===== config.mk =====
export PLATFORM = sky130hd
export DESIGN_NAME = serial_chunk_alu
export DESIGN_NICKNAME = d
export VERILOG_FILES = /design/src/rtl/alu_pkg.sv /design/src/rtl/alu_chunk_slice.sv /design/src/rtl/serial_chunk_alu.sv
export SDC_FILE = /design/constraint.sdc
export NUM_CORES = 1
export LEC_CHECK = 0
export CORE_ASPECT_RATIO = 0.9
export CORE_MARGIN = 2
export CORE_UTILIZATION = 47
export CTS_CLUSTER_SIZE = 14
export DETAILED_ROUTE_END_ITERATION = 6
export HOLD_SLACK_MARGIN = 0.03
export PLACE_DENSITY = 0.82
export SETUP_SLACK_MARGIN = 0.05
export SYNTH_ARGS = -nofsm -noshare
export SYNTH_HDL_FRONTEND = slang
export SYNTH_SLANG_ARGS = --single-unit

===== constraint.sdc =====
create_clock -name clk -period 5.6 [get_ports clk]
set_input_delay 0.56 -clock clk [delete_from_list [all_inputs] [get_ports clk]]
set_output_delay 0.56 -clock clk [all_outputs]
set_load 0.01 [all_outputs]

===== src/rtl/alu_pkg.sv =====
// Shared op-codes, FSM state encoding and op classification for the chunked ALU.
package alu_pkg;
  localparam logic [2:0] OP_AND = 3'b000;
  localparam logic [2:0] OP_OR  = 3'b001;
  localparam logic [2:0] OP_ADD = 3'b010;
  localparam logic [2:0] OP_SUB = 3'b110;
  localparam logic [2:0] OP_BEQ = 3'b100;
  localparam logic [2:0] OP_SLT = 3'b111;

  typedef enum logic [1:0] {
    S_IDLE = 2'd0,
    S_BUSY = 2'd1,
    S_DONE = 2'd2
  } state_t;

  function automatic logic is_arith(input logic [2:0] op);
    return (op == OP_ADD) || (op == OP_SUB) || (op == OP_BEQ) || (op == OP_SLT);
  endfunction
endpackage


===== src/rtl/alu_chunk_slice.sv =====
// One CHUNK-wide combinational slice: logic ops or a ripple adder with B-invert.
module alu_chunk_slice
  import alu_pkg::*;
#(
  parameter int CHUNK = 8
) (
  input  logic [CHUNK-1:0] a,
  input  logic [CHUNK-1:0] b,
  input  logic [2:0]       op,
  input  logic             cin,
  output logic [CHUNK-1:0] res,
  output logic             cout,
  output logic             cmsb
);
  logic [CHUNK:0]   c;
  logic [CHUNK-1:0] bx;
  logic [CHUNK-1:0] sum;

  always_comb begin
    bx   = op[2] ? ~b : b;
    c    = '0;
    sum  = '0;
    c[0] = cin;
    for (int i = 0; i < CHUNK; i++) begin
      sum[i]   = a[i] ^ bx[i] ^ c[i];
      c[i+1]   = (a[i] & bx[i]) | (c[i] & (a[i] ^ bx[i]));
    end
    cout = c[CHUNK];
    // carry into the slice MSB; only meaningful on the top slice for overflow
    cmsb = c[CHUNK-1];
    case (op)
      OP_AND:                         res = a & b;
      OP_OR:                          res = a | b;
      OP_ADD, OP_SUB, OP_BEQ, OP_SLT: res = sum;
      default:                        res = '0;
    endcase
  end
endmodule


===== src/rtl/serial_chunk_alu.sv =====
// Multi-cycle ALU: one CHUNK slice per clock over WIDTH/CHUNK cycles, valid/ready on both sides.
module serial_chunk_alu
  import alu_pkg::*;
#(
  parameter int WIDTH = 32,
  parameter int CHUNK = 8
) (
  input  logic             clk,
  input  logic             rst_n,
  input  logic             in_valid,
  output logic             in_ready,
  input  logic [WIDTH-1:0] a,
  input  logic [WIDTH-1:0] b,
  input  logic [2:0]       op,
  output logic             out_valid,
  input  logic             out_ready,
  output logic [WIDTH-1:0] result,
  output logic             zero,
  output logic             cout,
  output logic             overflow
);
  localparam int N  = WIDTH / CHUNK;
  localparam int CW = (N > 1) ? $clog2(N) : 1;
  localparam logic [CW-1:0] LAST = CW'(N - 1);

  state_t           state, state_nx;
  logic [WIDTH-1:0] a_q, b_q, res_nx;
  logic [2:0]       op_q;
  logic             carry, arith, last, ovf_nx;
  logic [CW-1:0]    cnt;
  logic [CHUNK-1:0] s_res;
  logic             s_cout, s_cmsb;
  int               base;

  assign base      = int'(cnt) * CHUNK;
  assign last      = (cnt == LAST);
  assign arith     = is_arith(op_q);
  assign in_ready  = (state == S_IDLE);
  assign out_valid = (state == S_DONE);

  alu_chunk_slice #(.CHUNK(CHUNK)) u_slice (
    .a    (a_q[base +: CHUNK]),
    .b    (b_q[base +: CHUNK]),
    .op   (op_q),
    .cin  (carry),
    .res  (s_res),
    .cout (s_cout),
    .cmsb (s_cmsb)
  );

  always_comb begin
    res_nx = result;
    res_nx[base +: CHUNK] = s_res;
    ovf_nx = arith & (s_cmsb ^ s_cout);
    // SLT collapses to less-than on the last slice, once the diff sign is known
    if (last && op_q == OP_SLT) res_nx = WIDTH'(res_nx[WIDTH-1] ^ ovf_nx);
  end

  always_comb begin
    state_nx = state;
    case (state)
      S_IDLE:  if (in_valid) state_nx = S_BUSY;
      S_BUSY:  if (last) state_nx = S_DONE;
      S_DONE:  if (out_ready) state_nx = S_IDLE;
      default: state_nx = S_IDLE;
    endcase
  end

  always_ff @(posedge clk or negedge rst_n) begin
    if (!rst_n) begin
      state    <= S_IDLE;
      a_q      <= '0;
      b_q      <= '0;
      op_q     <= OP_AND;
      carry    <= 1'b0;
      cnt      <= '0;
      result   <= '0;
      zero     <= 1'b0;
      cout     <= 1'b0;
      overflow <= 1'b0;
    end else begin
      state <= state_nx;
      if (state == S_IDLE && in_valid) begin
        a_q   <= a;
        b_q   <= b;
        op_q  <= op;
        carry <= op[2];
        cnt   <= '0;
      end else if (state == S_BUSY) begin
        result <= res_nx;
        carry  <= s_cout;
        cnt    <= cnt + 1'b1;
        if (last) begin
          cout     <= arith & s_cout;
          overflow <= ovf_nx;
          zero     <= (res_nx == '0);
        end
      end
    end
  end
endmodule

Yosys cells after proc, flatten, opt, wreduce, memory -nomap -nowiden

Index checks and enable logic that the tools add are counted.

Register bits: 107
Input port bits: 71
Output and inout port bits: 37
Logic and storage cells: 100

Add/sub/neg operators: 2
Eq/ne operators: 11
Shift-type cells: 4
Multiplexer cells: 12
Bitwise gates (word level): 48
Reduce and logical (&&, ||, !) cells: 13

Operators with widths:

| operator                | count |
|---|---|
| $shiftx 32x6->8         | 2 |
| $neg 5->33              | 1 |
| $shift 8x33->32 const A | 1 |
| $shiftx 8x33->32        | 1 |
| $bwmux 32               | 1 |
| $logic_not 32->1        | 1 |
| $mux 32                 | 1 |
| $pmux 8 s3              | 1 |
| $and 1x1->1             | 18 |
| $xor 1x1->1             | 18 |
| $mux 2                  | 5 |
| $eq 3x3->1 const B      | 3 |
| $and 8x8->8             | 1 |
| $mux 8                  | 1 |
| $not 8->8               | 1 |
| $or 1x1->1              | 8 |
| $or 8x8->8              | 1 |
| $pmux 2 s3              | 1 |
| $reduce_and 3->1        | 2 |
| $eq 2x2->1 const B      | 2 |
| $ne 2x2->1 const B      | 2 |
| $reduce_or 4->1         | 1 |
| $eq 3x1->1 const B      | 1 |
| $eq 3x2->1 const B      | 1 |
| other kinds (11)        | 15 |

Depth between registers and ports, before layout

Gate-level depths: netlist of run 1.

Depth in word-level cells: 25
Mapped depth: 21
Mapped depth without buffers: 19

Modules after synthesis

A second synthesis of run 1 with hierarchy kept.

Cell total of the unflattened synthesis: 545
Area total of the unflattened synthesis: 5494.0 µm²

By module, submodules not included:

| module           | times used | cells an instance | area each (µm²) | sequential area each (µm²) |
|---|---|---|---|---|
| serial_chunk_alu | 1          | 496               | 5031.1          | 2677.6 |
| alu_chunk_slice  | 1          | 49                | 462.9           | 0.0 |

Worst setup path after synthesis of run 1

No wires, ideal clock.

Path type: flip-flop to flip-flop
Start: register cnt[0]
End: register zero
Setup time: 80 ps
Arrival: 5615 ps
Required time: 5520 ps
Path slack: -95 ps
Stages on the path, launching flop included: 20
Path buffers: 1
Period minus slack after synthesis: 5695 ps
Cells stage by stage: dfrtp_1 -> buf_6 -> mux4_2 -> xor2_1 -> fa_1 -> fa_1 -> fa_1 -> fa_1 -> fa_1 -> inv_1 -> fa_1 -> inv_1 -> fa_1 -> fa_1 -> xnor2_1 -> or3_1 -> or4_1 -> nand4_1 -> a21boi_1 -> nor3_2

Cells in the longest elaborated chain, start to end: 25
Elaborated cells on any way between the ends: 59
Those cells by class: 1 x add/sub; 1 x eq/ne; 4 x shift; 4 x mux; 46 x bitwise; 3 x reduce/logical

RTL lines:

| what                                                   | RTL line                                       | source |
|---|---|---|
| from (decl)                                            | serial_chunk_alu.sv:30                         | `logic [CW-1:0] cnt;` |
| from (signal assigned)                                 | serial_chunk_alu.sv:92                         | `cnt <= cnt + 1'b1;` |
| $shiftx 32x6->8                                        | serial_chunk_alu.sv:43                         | `.b (b_q[base +: CHUNK]),` |
| $not 8->8                                              | alu_chunk_slice.sv:20                          | `bx = op[2] ? ~b : b;` |
| $mux 8                                                 | alu_chunk_slice.sv:20                          |  |
| $xor 1x1->1                                            | alu_chunk_slice.sv:25, alu_chunk_slice.sv:26   |  |
| $and 1x1->1                                            | alu_chunk_slice.sv:26                          | `c[i+1] = (a[i] & bx[i]) \| (c[i] & (a[i] ^ bx[i]));` |
| $or 1x1->1                                             | alu_chunk_slice.sv:26                          |  |
| $and 1x1->1                                            | alu_chunk_slice.sv:26                          |  |
| $or 1x1->1                                             | alu_chunk_slice.sv:26                          |  |
| (+9 left out)                                          | --                                             |  |
| $or 1x1->1                                             | alu_chunk_slice.sv:26                          |  |
| $xor 1x1->1 / $and 1x1->1 (equally long branches)      | alu_chunk_slice.sv:25, alu_chunk_slice.sv:26   |  |
| $pmux 8 s3 / $or 1x1->1 (equally long branches)        | alu_chunk_slice.sv:31, alu_chunk_slice.sv:26   |  |
| $shiftx 8x33->32 / $xor 1x1->1 (equally long branches) | serial_chunk_alu.sv:53, serial_chunk_alu.sv:54 |  |
| $bwmux 32 / $and 1x1->1 (equally long branches)        | serial_chunk_alu.sv:53, serial_chunk_alu.sv:54 |  |
| $xor 1x1->1                                            | serial_chunk_alu.sv:56                         | `if (last && op_q == OP_SLT) res_nx = WIDTH'(res_nx[WIDTH-1] ^ ovf_nx);` |
| $mux 32                                                | serial_chunk_alu.sv:56                         |  |
| $logic_not 32->1                                       | serial_chunk_alu.sv:96                         | `zero <= (res_nx == '0);` |
| to (signal assigned)                                   | serial_chunk_alu.sv:96                         |  |
| to (decl)                                              | serial_chunk_alu.sv:18                         | `output logic zero,` |

Several ways; a longest one is shown, not always the timed one.
A chain may end at the register's enable or synchronous reset.

Worst setup path after layout of run 1

Ends and elaborated chain as after synthesis.

==> results of run 1 <==
-- worst max-delay path by stage --
stage | startpoint | endpoint
after floorplan | cnt[0] | zero
after global placement | cnt[0] | zero
after detailed placement | cnt[0] | zero
after CTS | cnt[0] | zero
after global routing | cnt[0] | zero
final | cnt[0] | zero
-- layer usage --
metal	vias up	GRT usage [%]	part of all wire [%]	routed length, um
li1	2028	-	-	-
met1	2095	28.8	42	5380
met2	174	36.2	50	6350
met3	23	4.72	6.6	845
met4	0	6.71	1.8	233
met5	-	0	0	0
-- sequential cells by signal, indices dropped and copies added (netlist names) --
| signal | cells |
|---|---|
| overflow | 1 |
| op_q | 3 |
| cnt | 2 |
| b_q | 32 |
| result | 32 |
| carry | 1 |
| zero | 1 |
| state | 2 |
| cout | 1 |
| a_q | 32 |
-- power breakdown --
group	switching (W)	internal (W)	total, W
Combinational	0.00148	0.00113	0.00261
Clock	0.000310	0.000405	0.000714
Sequential	0.000217	0.00108	0.00130
Total	0.00201	0.00261	0.00462
-- cell families after synthesis --
kind of cell	after synthesis	share of synthesized area, %
adders and majority gates	22	6.13
buffers and inverters	35	3.37
and+or+nand+nor	288	22.5
AOI/OAI and AO/OA	69	8.65
muxes	16	6.98
DFF	107	50.8
xor gates and xnor gates	9	1.50
-- stage by stage --
stage               utilization [%]  power [W]  cell area [sq um]  std cells  setup WS (ns)
floorplan                         -    0.00304               5280        546         0.0982
global placement               59.4    0.00369               6450        787          0.195
detailed placement             59.4    0.00380               6450        787         0.0388
CTS                            62.7    0.00455               6800        804         0.0666
global route                   63.0    0.00494               6840        805         0.0437
finish                         63.0    0.00462               6840        805          0.180
-- layout by cell type (no fill, tap or decap), types with 3 or more instances in the layout --
cell / instances
a21oi_1: 3
a22o_1: 9
a22oi_2: 4
buf_4: 10
clkbuf_16: 9
clkdlybuf4s50_1: 106
dfrtp_1: 106
fa_2: 7
ha_1: 6
inv_1: 8
maj3_2: 6
mux4_2: 14
nand2_1: 239
nand2b_1: 3
nand3_1: 6
nand4_1: 3
nor2_1: 11
nor3_1: 4
nor4_1: 4
o21ai_0: 28
o21ai_1: 10
xor2_1: 6
-- layout make-up --
type | instances | area [sq um] | area share (%)
Tap cell | 152 | 190 | 2.78
Multi-Input combinational cell | 404 | 2450 | 35.8
Clock buffer | 9 | 225 | 3.29
Sequential cell | 107 | 2680 | 39.2
Clock inverter | 7 | 116 | 1.70
Inverter | 10 | 40.0 | 0.586
Timing Repair Buffer | 116 | 1140 | 16.6
-- timing repair --
item	in CTS	in global routing
gates resized for setup	1	8
pin swaps	0	3
endpoints found under the setup margin	1	2
setup buffers	1	1
==> impl_metrics.toml, run 1 <==
[final_layout]
n_antenna_cell = 0
area_delta_synth_final_pct = 29.8
nNetsFinal = 733
drive_gt1_share_pct = 11.3
num-fill-cells = 868

[clock_tree]
cts_buffers = 9
cts.htree.levels = 3
cts_max_path_buffers = 2
hold_buffers = 0
cts_tree = "built"
cts-root-buf = "clkbuf_16"
clk_pin_slew_worst_paths_ns = 0.08
clock_latency_ns = 0.36
cts.sinks = 107

[sta]
max_freq_ghz = 0.185
period_needed_ns = 5.42
rsz0062_at_grt = "true"
drv_slew = 0
timing.slew.headroom_pct = 19.2
finalCritPeriodShare_pct = 96.8
tightestPinTransition_ns = 1.21
holdWs_ns = 0.140
setup_viol = 0
skew_ns = 0.0124
hold_viol = 0
tns_ns = 0

[logic_synthesis]
yosysMostFrequentCell = "nand2_1"
synth_async_sr_flop_share_pct = 100
syn_inst = 546
netlist_top_cells_count = "240 x nand2_1, 107 x dfrtp_1, 28 x o21ai_0, 16 x clkbuf_1, 14 x mux4_2"
ys_seq_area_share_pct = 50.8
synthTopCellsByArea = "dfrtp_1 51%, nand2_1 17%, mux4_2 6.0%"
synth_cell_types = 54
ys_seq_elements = 107
synth_top_cell_area_share_pct = 50.8
synth_nets = 631
synth-edff-count = 0
yosysTopAreaCell = "dfrtp_1"
yosys_warnings = 0
ys.flop_type = "dfrtp_1"
syn_avg_cell_area_sq_um = 9.65
netlist_area_sq_um = 5270

[setup_path]
r2r_end = "zero"
worst-path-buf-inv = 2
end_kind = "flip-flop"
path_depth = 18
slowest_delay_ns = 0.56
cpMaxStageDelayCell = "mux4_2"
critPathLaunchType = "flip-flop"
worstPathRequired_ns = 5.88
critPathMostFrequentCell = "fa_2"
r2r_slack_ns = 0.18
cp_cell_sequence = "mux4_2 > xor2_2 > fa_2 > fa_2 > fa_2 > fa_2 > fa_2 > inv_2 > fa_1 > inv_1 > fa_2 > fa_2 > xnor2_1 > or3_4 > or4_4 > nand4_1 > a21boi_1 > nor3_2"
r2r_cells = 18
worstReg2RegStart = "cnt[0]"
cp_top_family = "adder cells"
crit_fanout = 5
crit_type = "reg2reg"
arrival_ns = 5.70

[route]
via_per_inst = 5.37
drt_iter0_drc = 346
avgRoutedWirePerCell_um = 15.9
vias = 4320
dr.pass1.iters = 5
routed_wl_um = 12800
ant_nets = 0
drc = 0

[pwr]
p_per_area_nw_per_um2 = 676
leakage_nw = 3.17
vdd_drop_max_v = 0.000313

[global_route]
grt_pass1_vias = 4221
grt_overflow = 0
track_usage_pct = 21.9
antenna_found_initial = 0
grt_pass1_wl_um = 20600
grt_max_degree = 75

[floorplanning]
ios = 108
die_w_um = 116
core_sq_um = 10900
die_h_um = 104
floorplan.rows = 36
die-area_sq_um = 12100
start_util_pct = 48.5

[run]
max_cap_viol_count = 0

[hold_path]
hp-class = "in2async"

[placement]
io_buffers = 107
place_congestion = 0.892
hpwl_um = 9130

[run_status]
status = "complete, no violations"
No activity file was read; power rests on OpenSTA's default activity.
==> run 2, diff against run 1 <==
--- a/config.mk
+++ b/config.mk
@@ -6,7 +6,6 @@
 export NUM_CORES = 1
 export LEC_CHECK = 0
 export CORE_ASPECT_RATIO = 0.9
-export CORE_MARGIN = 2
 export CORE_UTILIZATION = 47
 export CTS_CLUSTER_SIZE = 14
 export DETAILED_ROUTE_END_ITERATION = 6
==> run 2 against run 1 <==
- clock power fell by 12%
- via count fell by 0.97%
- sequential share of layout area rose by 0.29 points
- clock-buffer cell count did not move
- first-iteration DRC count fell by 25%
- non-clock buffer count did not move
- core utilization fell by 0.46 points
- sequential power barely moved
- total power fell by 2.7%
- flip-flop and latch count did not move
- largest cell class unchanged
==> impl_metrics.toml, run 2 (synthesis gave the netlist of run 1 again) <==
[run_status]
status = "complete, no violations"

[setup_path]
critPathLaunchType = "flip-flop"
r2r_end = "zero"
crit_fanout = 5
crit_type = "reg2reg"
arrival_ns = 5.70
worstReg2RegStart = "cnt[0]"
r2r_slack_ns = 0.17
end_kind = "flip-flop"
r2r_cells = 18
worstPathRequired_ns = 5.87
startpoint = "cnt[0]"

[sta]
holdWs_ns = 0.211
max_freq_ghz = 0.184
hold_viol = 0
finalCritPeriodShare_pct = 97.0
skew_ns = 0.0146
tightestPinTransition_ns = 1.18
period_needed_ns = 5.43
worst_slack_ns = 0.169
setup_viol = 0
rsz0062_at_grt = "true"
timing.slew.headroom_pct = 21.2
drv_slew = 0
tns_ns = 0

[final_layout]
largestRegisters = "a_q x32, b_q x32, result x32"
multi_input_area_sq_um = 2430
n_antenna_cell = 0
num-fill-cells = 874
ff_latch_area_sq_um = 2680
nNetsFinal = 733
layout_common_cells = "239 x nand2_1, 106 x dfrtp_1, 106 x clkdlybuf4s50_1"
final_area_sq_um = 6790
finalNonFillerCells = 805
drive_gt1_share_pct = 10.4
area_delta_synth_final_pct = 28.8
final_common_cell = "nand2_1"

[route]
via_per_inst = 5.31
dr.pass1.iters = 5
ant_nets = 0
avgRoutedWirePerCell_um = 15.3
routed_wl_um = 12400
vias = 4278
drt_iter0_drc = 259
drc = 0

[placement]
place_ws_ns = 0.111
placed_cells = 787
hpwl_um = 9030
place_congestion = 0.892
placed_area_sq_um = 6450
io_buffers = 107

[global_route]
track_usage_pct = 22.5
antenna_found_initial = 0
grt_max_degree = 71
grt_pass1_vias = 4155
grt-busiest-layer = "met2"
grtUsageMet1_pct = 29.6
grt_overflow = 0
grt_pass1_wl_um = 20200
met3_usage_pct = 4.15
grtUsageMet2_pct = 37.1

[clock_tree]
cts-root-buf = "clkbuf_16"
cts_buffers = 9
cts_tree = "built"
clk_pin_slew_worst_paths_ns = 0.07
cts.htree.levels = 3
cts_max_path_buffers = 2
hold_buffers = 0
cts.sinks = 107
clock_latency_ns = 0.36

[hold_path]
hp-class = "in2async"

[pwr]
p_per_area_nw_per_um2 = 663
leakage_nw = 3.15
vdd_drop_max_v = 0.000332

[floorplanning]
die_w_um = 114
die-area_sq_um = 11600
start_util_pct = 48.5
ios = 108
floorplan.rows = 36
core_sq_um = 10900
die_h_um = 102

[run]
max_cap_viol_count = 0
-- run 2: critical path: stages, from the launching register on --
cell and delay (ns):
dfrtp_2 0.40, mux4_2 0.54, xor2_1 0.17, fa_1 0.38, fa_2 0.35, fa_1 0.40
fa_2 0.36, fa_1 0.36, inv_1 0.08, fa_1 0.17, inv_1 0.05, fa_2 0.37
fa_2 0.38, xnor2_1 0.14, or3_4 0.35, or4_1 0.47, nand4_1 0.13, a21boi_1 0.08
nor3_2 0.17
-- run 2: power breakdown --
group	internal [W]	total (W)	leakage [nW]	switching (W)
registers	0.00108	0.00129	1.37	0.000206
logic	0.00110	0.00258	1.63	0.00148
clock network	0.000318	0.000627	0.146	0.000309
-- run 2: metal layers --
metal,vias to the layer above,wire length [um]
li1,2026,-
met1,2055,5400
met2,168,5850
met3,29,793
met5,-,0
met4,0,306
-- run 2: repair_timing --
| item | CTS | global route |
|---|---|---|
| gates resized for setup | 0 | 3 |
| endpoints found under the setup margin | 0 | 2 |
| setup buffers | 0 | 2 |
-- run 2: worst max-delay path by stage --
stage                     endpoint  depth (start not counted)
final                         zero                         18
after global routing          zero                         18
after CTS                     zero                         18
after detailed placement      zero                         18
after global placement        zero                         18
after floorplan               zero                         19
-- run 2: through the flow --
stage	total power [W]	util (%)
after CTS	0.00446	62.3
after global routing	0.00481	62.5
final	0.00450	62.5
after global placement	0.00368	59.4
after detailed placement	0.00381	59.4
after floorplan	0.00304	-
-- run 2: cell type report --
type / instances / share of cell area (%)
tap: 152 / 2.80
inverter: 10 / 0.590
clock inverter: 7 / 1.25
sequential: 107 / 39.5
timing repair buffer: 116 / 16.7
clock buffer: 9 / 3.32
multi-input combinational: 404 / 35.8
